`src/rtl/threeby8_decoder_seq.sv`:
```
// Sequenced 3-to-8 one-hot decoder: each accepted code drives y for HOLD_CYCLES, then one all-zero GAP cycle with done.
// Output one cycle after accept; one-entry pending buffer, in_ready = en && !pend_valid.
module threeby8_decoder_seq #(
    parameter int HOLD_CYCLES = 4,
    parameter int CW          = 8
) (
    input  logic       clk,
    input  logic       rst,
    input  logic       en,
    input  logic       in_valid,
    output logic       in_ready,
    input  logic [2:0] code,
    output logic [7:0] y,
    output logic       busy,
    output logic       done
);

    typedef enum logic [1:0] {
        S_IDLE  = 2'd0,
        S_DRIVE = 2'd1,
        S_GAP   = 2'd2
    } state_t;

    localparam logic [CW-1:0] LP_RELOAD = CW'(HOLD_CYCLES - 1);

    state_t          r_state;
    state_t          w_state_nxt;
    logic [2:0]      r_cur_code;
    logic [2:0]      w_cur_code_nxt;
    logic [2:0]      r_pend_code;
    logic            r_pend_valid;
    logic [CW-1:0]   r_cnt;
    logic [CW-1:0]   w_cnt_nxt;
    logic            w_accept;
    logic            w_pend_write;
    logic            w_pend_take;
    logic [7:0]      r_y;
    logic [7:0]      w_y_nxt;
    logic            r_busy;
    logic            w_busy_nxt;
    logic            r_done;
    logic            w_done_nxt;

    assign in_ready     = en && !r_pend_valid;
    assign w_accept     = in_valid && in_ready;
    // Accepts outside IDLE park in the pending slot; IDLE accepts go straight to DRIVE.
    assign w_pend_write = w_accept && (r_state != S_IDLE);

    assign y    = r_y;
    assign busy = r_busy;
    assign done = r_done;

    always_ff @(posedge clk) begin
        if (rst) begin
            r_state    <= S_IDLE;
            r_cur_code <= 3'd0;
            r_cnt      <= '0;
        end else begin
            r_state    <= w_state_nxt;
            r_cur_code <= w_cur_code_nxt;
            r_cnt      <= w_cnt_nxt;
        end
    end

    always_comb begin
        w_state_nxt    = r_state;
        w_cur_code_nxt = r_cur_code;
        w_cnt_nxt      = r_cnt;
        w_pend_take    = 1'b0;
        if (!en) begin
            w_state_nxt = S_IDLE;
        end else begin
            case (r_state)
                S_IDLE: begin
                    // A code written in the last GAP cycle is picked up here, one cycle late.
                    if (r_pend_valid) begin
                        w_pend_take    = 1'b1;
                        w_cur_code_nxt = r_pend_code;
                        w_cnt_nxt      = LP_RELOAD;
                        w_state_nxt    = S_DRIVE;
                    end else if (w_accept) begin
                        w_cur_code_nxt = code;
                        w_cnt_nxt      = LP_RELOAD;
                        w_state_nxt    = S_DRIVE;
                    end
                end
                S_DRIVE: begin
                    if (r_cnt != '0) begin
                        w_cnt_nxt = r_cnt - 1'b1;
                    end else begin
                        w_state_nxt = S_GAP;
                    end
                end
                S_GAP: begin
                    if (r_pend_valid) begin
                        w_pend_take    = 1'b1;
                        w_cur_code_nxt = r_pend_code;
                        w_cnt_nxt      = LP_RELOAD;
                        w_state_nxt    = S_DRIVE;
                    end else begin
                        w_state_nxt = S_IDLE;
                    end
                end
                default: w_state_nxt = S_IDLE;
            endcase
        end
    end

    always_comb begin
        w_y_nxt    = 8'd0;
        w_busy_nxt = (w_state_nxt != S_IDLE);
        w_done_nxt = (w_state_nxt == S_GAP);
        if (w_state_nxt == S_DRIVE) begin
            w_y_nxt = 8'd1 << w_cur_code_nxt;
        end
    end

    always_ff @(posedge clk) begin
        if (rst) begin
            r_y    <= 8'd0;
            r_busy <= 1'b0;
            r_done <= 1'b0;
        end else begin
            r_y    <= w_y_nxt;
            r_busy <= w_busy_nxt;
            r_done <= w_done_nxt;
        end
    end

    always_ff @(posedge clk) begin
        if (rst || !en) begin
            r_pend_valid <= 1'b0;
            r_pend_code  <= 3'd0;
        end else if (w_pend_write) begin
            r_pend_valid <= 1'b1;
            r_pend_code  <= code;
        end else if (w_pend_take) begin
            r_pend_valid <= 1'b0;
        end
    end

endmodule

```
`config.mk`:
```
export PLATFORM = sky130hd
export DESIGN_NAME = threeby8_decoder_seq
export DESIGN_NICKNAME = d
export VERILOG_FILES = /design/src/rtl/threeby8_decoder_seq.sv
export SDC_FILE = /design/constraint.sdc
export NUM_CORES = 1
export LEC_CHECK = 0
export CAP_MARGIN = 20
export CORE_ASPECT_RATIO = 0.6
export CORE_MARGIN = 1
export CORE_UTILIZATION = 35
export DETAILED_ROUTE_END_ITERATION = 10
export GPL_TIMING_DRIVEN = 0
export PLACE_DENSITY = 0.54
export SLEW_MARGIN = 10
export SYNTH_ARGS = -nofsm -noshare
export SYNTH_HDL_FRONTEND = slang
export SYNTH_SLANG_ARGS = --single-unit
```
`constraint.sdc`:
```
create_clock -name clk -period 5.3 [get_ports clk]
set_input_delay 1.06 -clock clk [delete_from_list [all_inputs] [get_ports clk]]
set_output_delay 1.06 -clock clk [all_outputs]
set_load 0.01 [all_outputs]
```
Word level (Yosys, flattened, before mapping)
Cells that the tools add are included.

storage, ports and cells
  bits in registers = 27
  word-level logic and storage cells = 54
  bits of input ports = 7

operators by class
  shift-type cells = 1
  reductions and logical operators = 15
  muxes and demuxes = 21
  bitwise operators = 1
  equality and inequality tests = 7
  add/sub/neg operators = 1

operator list
  operator             count
  $mux 8               4
  $pmux 8 s3           1
  $mux 3               4
  $mux 2               4
  $reduce_bool 8->1    1
  $shl 1x3->8 const A  1
  $sub 8x1->8 const B  1
  $mux 1               6
  $pmux 2 s3           1
  $pmux 3 s2           1
  $reduce_bool 2->1    3
  $reduce_and 5->1     1
  $eq 2x1->1 const B   2
  $eq 2x2->1 const B   2
  $ne 2x2->1 const B   2
  $reduce_or 2->1      2
  $logic_and 1x1->1    3
  $ne 3x3->1 const B   1
  $reduce_bool 3->1    1
  $logic_not 1->1      2
  $logic_not 2->1      1
  $logic_or 1x1->1     1
  $not 1->1            1

Longest topological paths before layout
Gate-level depths: netlist of run 1.

  word-level depth = 10
  gate-level depth with buffers = 7
  mapped depth without buffers = 7

Worst setup path before layout of run 1
Ideal clock, no wire load.

  kind = input to output
  start point = input en
  end point = output in_ready
  path slack = 2919 ps
  arrival = 1321 ps
  cell stages on the path = 1
  data required time = 4240 ps
  cell sequence = nor2b_1

on the way
  longest elaborated chain between the ends = 1

ends and longest elaborated chain
  what               RTL line  RTL
  start, declared    9         input logic en,
  $logic_and 1x1->1  44        assign in_ready = en && !r_pend_valid;
  end, declared      11        output logic in_ready,

No other way between the ends.

Final worst setup path of run 1
Ends and elaborated chain as after synthesis.

==> results of run 1 <==
[worst paths after layout]
| check | start | end | depth (start not counted) |
|---|---|---|---|
| worst max register to register | r_cnt[0] | r_cnt[5] | 7 |
| worst min-delay path | r_pend_code[0] | r_pend_code[0] | 2 |
| worst max-delay path | en | in_ready | 3 |
| worst min register to register | r_pend_code[0] | r_pend_code[0] | 2 |
[cells by family (layout without fill, tap and decap cells)]
| family | after synthesis | after routing |
|---|---|---|
| adders and majority gates | 1 | 1 |
| buffers and inverters | 6 | 27 |
| AOI/OAI and AO/OA | 25 | 25 |
| and+or+nand+nor | 54 | 54 |
| xor gates and xnor gates | 6 | 6 |
| DFF | 27 | 27 |
| muxes | 3 | 3 |
[per-layer routing]
metal  GRT usage  vias to the layer above  part of all wire
met4      0.0556                        0             0.011
met1       0.229                      420              0.57
met2       0.213                       18              0.37
met5           0                        -                 0
li1            -                      464                 -
met3      0.0575                        5             0.052
[power groups by stage]
stage / clock network [mW] / logic [mW] / registers [mW]
after global routing: 0.126 / 0.0795 / 0.221
final: 0.113 / 0.0704 / 0.220
after global placement: 0 / 0.0681 / 0.224
after detailed placement: 0 / 0.0699 / 0.225
after CTS: 0.120 / 0.0705 / 0.220
after floorplan: 0 / 0.0495 / 0.224
[metrics by stage]
stage | instances | setup WS, ns | total power, mW
finish | 185 | 1.83 | 0.404
global route | 185 | 1.76 | 0.427
CTS | 185 | 1.83 | 0.410
detailed placement | 181 | 1.84 | 0.295
global placement | 181 | 1.84 | 0.293
floorplan | 122 | 2.92 | 0.273
[cell type report]
cell class	instances	area, µm²
fillers	316	1570
multi-input cells	89	559
well taps	42	52.6
clock buffers	4	45.0
repair buffers	17	170
plain buffers	2	8.76
inverters	4	15.0
flip-flops and latches	27	541
[worst max-delay path, delay by kind of cell]
kind	cells	cell delay, ns
buffers and inverters	2	1.13
and+or+nand+nor	1	0.23
[registers in the layout, summed over array words and instances, names as in the netlist]
| signal | count |
|---|---|
| r_cnt | 8 |
| y | 8 |
| r_cur_code | 3 |
| r_pend_code | 3 |
| r_state | 2 |
| busy | 1 |
| done | 1 |
| r_pend_valid | 1 |
[cells in the final DEF, fill, tap and decap left out, types with 2 or more instances in the layout]
cell	instances
nand2b_1	5
and2b_1	2
nand2_1	8
xnor2_1	4
nor3_1	4
xor2_1	2
mux2i_1	3
o22ai_1	4
nor2_1	24
clkdlybuf4s50_1	17
dfxtp_1	27
clkbuf_1	2
nor2b_1	3
a21oi_1	10
clkbuf_8	3
inv_1	4
a2111oi_2	2
==> impl_metrics.tcl, run 1 <==
set metrics [dict create \
    status "finished clean" \
    core_um2 2970 \
    synth_edf_count 0 \
    cts_max_path_buffers 2 \
    period_needed_ns 3.47 \
    grt_start_max_net_pins 15 \
    ys_types 34 \
    slowest_delay_ns 0.57 \
    synth_top_family_by_area "simple AND/OR/NAND/NOR gates" \
    setup.worst_path.class "input pin to primary output" \
    dpl_cell_area_um2 1350 \
    num_rows 15 \
    syn_nets 130 \
    worst-path-max-fanout 5 \
    cap_violations 0 \
    internal-power_mw 0.298 \
    crit_path_start_kind "input pin" \
    final_area_um2 1390 \
    drc 0 \
    synth_xor_area_frac 0.0468 \
    area_growth_pct 23.8 \
    synth_fa_ha_area_frac 0.0111 \
    grt-ovfl-total 0 \
    synthTopCellsByCount "dfxtp_1, nor2_1, a21oi_1" \
    port-buffer-count 17 \
    max-vdd-ir-drop_uv 160 \
    pwr-share-comb 0.174 \
    synth_most_common_cell "dfxtp_1" \
    grt_pass1_wl_um 3910 \
    fp.dieArea_um2 3450 \
    pwr-share-seq 0.545 \
    cts_tree "built" \
    yosysWarningCount 0 \
    clockRootBuffer "clkbuf_8" \
    num_vias 907 \
    synth_compound_area_frac 0.168 \
    io_pins 18 \
    rsz0062_at_grt "no" \
    hpwl_um 1720 \
    ctsResizeCount 0 \
    setup_viol 0 \
    synth_mux_area_frac 0.0267 \
    syn_area_um2 1120 \
    power_density_nw_per_um2 290 \
    diodes 0 \
    yosys.area.top_type_share 0.481 \
    start_util 0.379 \
    rrSetupSlack_ns 3.45 \
    antenna_found_initial 0 \
    final-max-slew-violation-count 0 \
    cp_cell_sequence "clkdlybuf4s50_1, nor2b_1, clkdlybuf4s50_1" \
    path_common_cell "clkdlybuf4s50_1" \
    fin_nets 152 \
    required_ns 4.24 \
    dr.pass1.iters 4 \
    postCtsHoldBufs 0 \
    synth_area_leaders "dfxtp_1, nor2_1, a21oi_1" \
    drive_gt1_frac 0.0839 \
    die_w_um 75.1 \
    clockPowerShare 0.280 \
    die_h_um 45.9 \
    grt_pass1_vias 838 \
    ys_seq_area_frac 0.481 \
    cts_setup_buffers 0 \
    synth_area_leader_cell "dfxtp_1" \
    gp_congestion 0.833 \
    skew_ns 0.00114 \
    final_hold_viol_count 0 \
    fmax_mhz 288 \
    clk_latency_ns 0.27 \
    cts.reportedPaths.clkPinSlew_ns 0.08 \
    syn-instance-count 122 \
    utilization 0.469 \
    hold_slack_ns 0.494 \
    syn_avg_cell_area_um2 9.21 \
    relSlewSlack 0.578 \
    endpoint_kind "primary output" \
    clock_sinks 27 \
    synthSimpleGateAreaFrac 0.245 \
    synth-async-reset-ratio 0 \
    switchingPower_mw 0.105 \
    viasPerCell 4.90 \
    ys.flop_type "dfxtp_1" \
    cts_buffers 3 \
    final.setup.tns_ns 0 \
    drtAntennaViolNets 0 \
    wire_per_inst_um 12.7 \
    tightestPinTransition_ns 0.631 \
    hp-class "flop to flop" \
    synth-seq-cells 27 \
    swShare 0.261 \
    cts_max_level 1 \
    cellLeakagePower_nw 0.498 \
    wl_um 2360 \
    period_share 0.656 \
    arrival_ns 2.41 \
    grt.total_usage 0.158 \
    cp_slowest_cell "clkdlybuf4s50_1" \
    drt_iter0_markers 67 \
]
Note: power is estimated with default switching activity, not from simulation.
==> run 2: changes to the inputs <==
==> constraint.sdc (replaced) <==
create_clock -name clk -period 3.3 [get_ports clk]
set_input_delay 0.66 -clock clk [delete_from_list [all_inputs] [get_ports clk]]
set_output_delay 0.66 -clock clk [all_outputs]
set_load 0.01 [all_outputs]
==> results of run 2 <==
The final DEF is identical to that of run 1. Status: finished clean.
Among the figures that moved: setup slack after placement 1.84 ns -> 0.636 ns; setup slack after layout 1.83 ns -> 0.626 ns; register-to-register setup slack 3.45 ns -> 1.45 ns; total power 0.404 mW -> 0.649 mW; worst IR drop on VDD 160 µV -> 257 µV
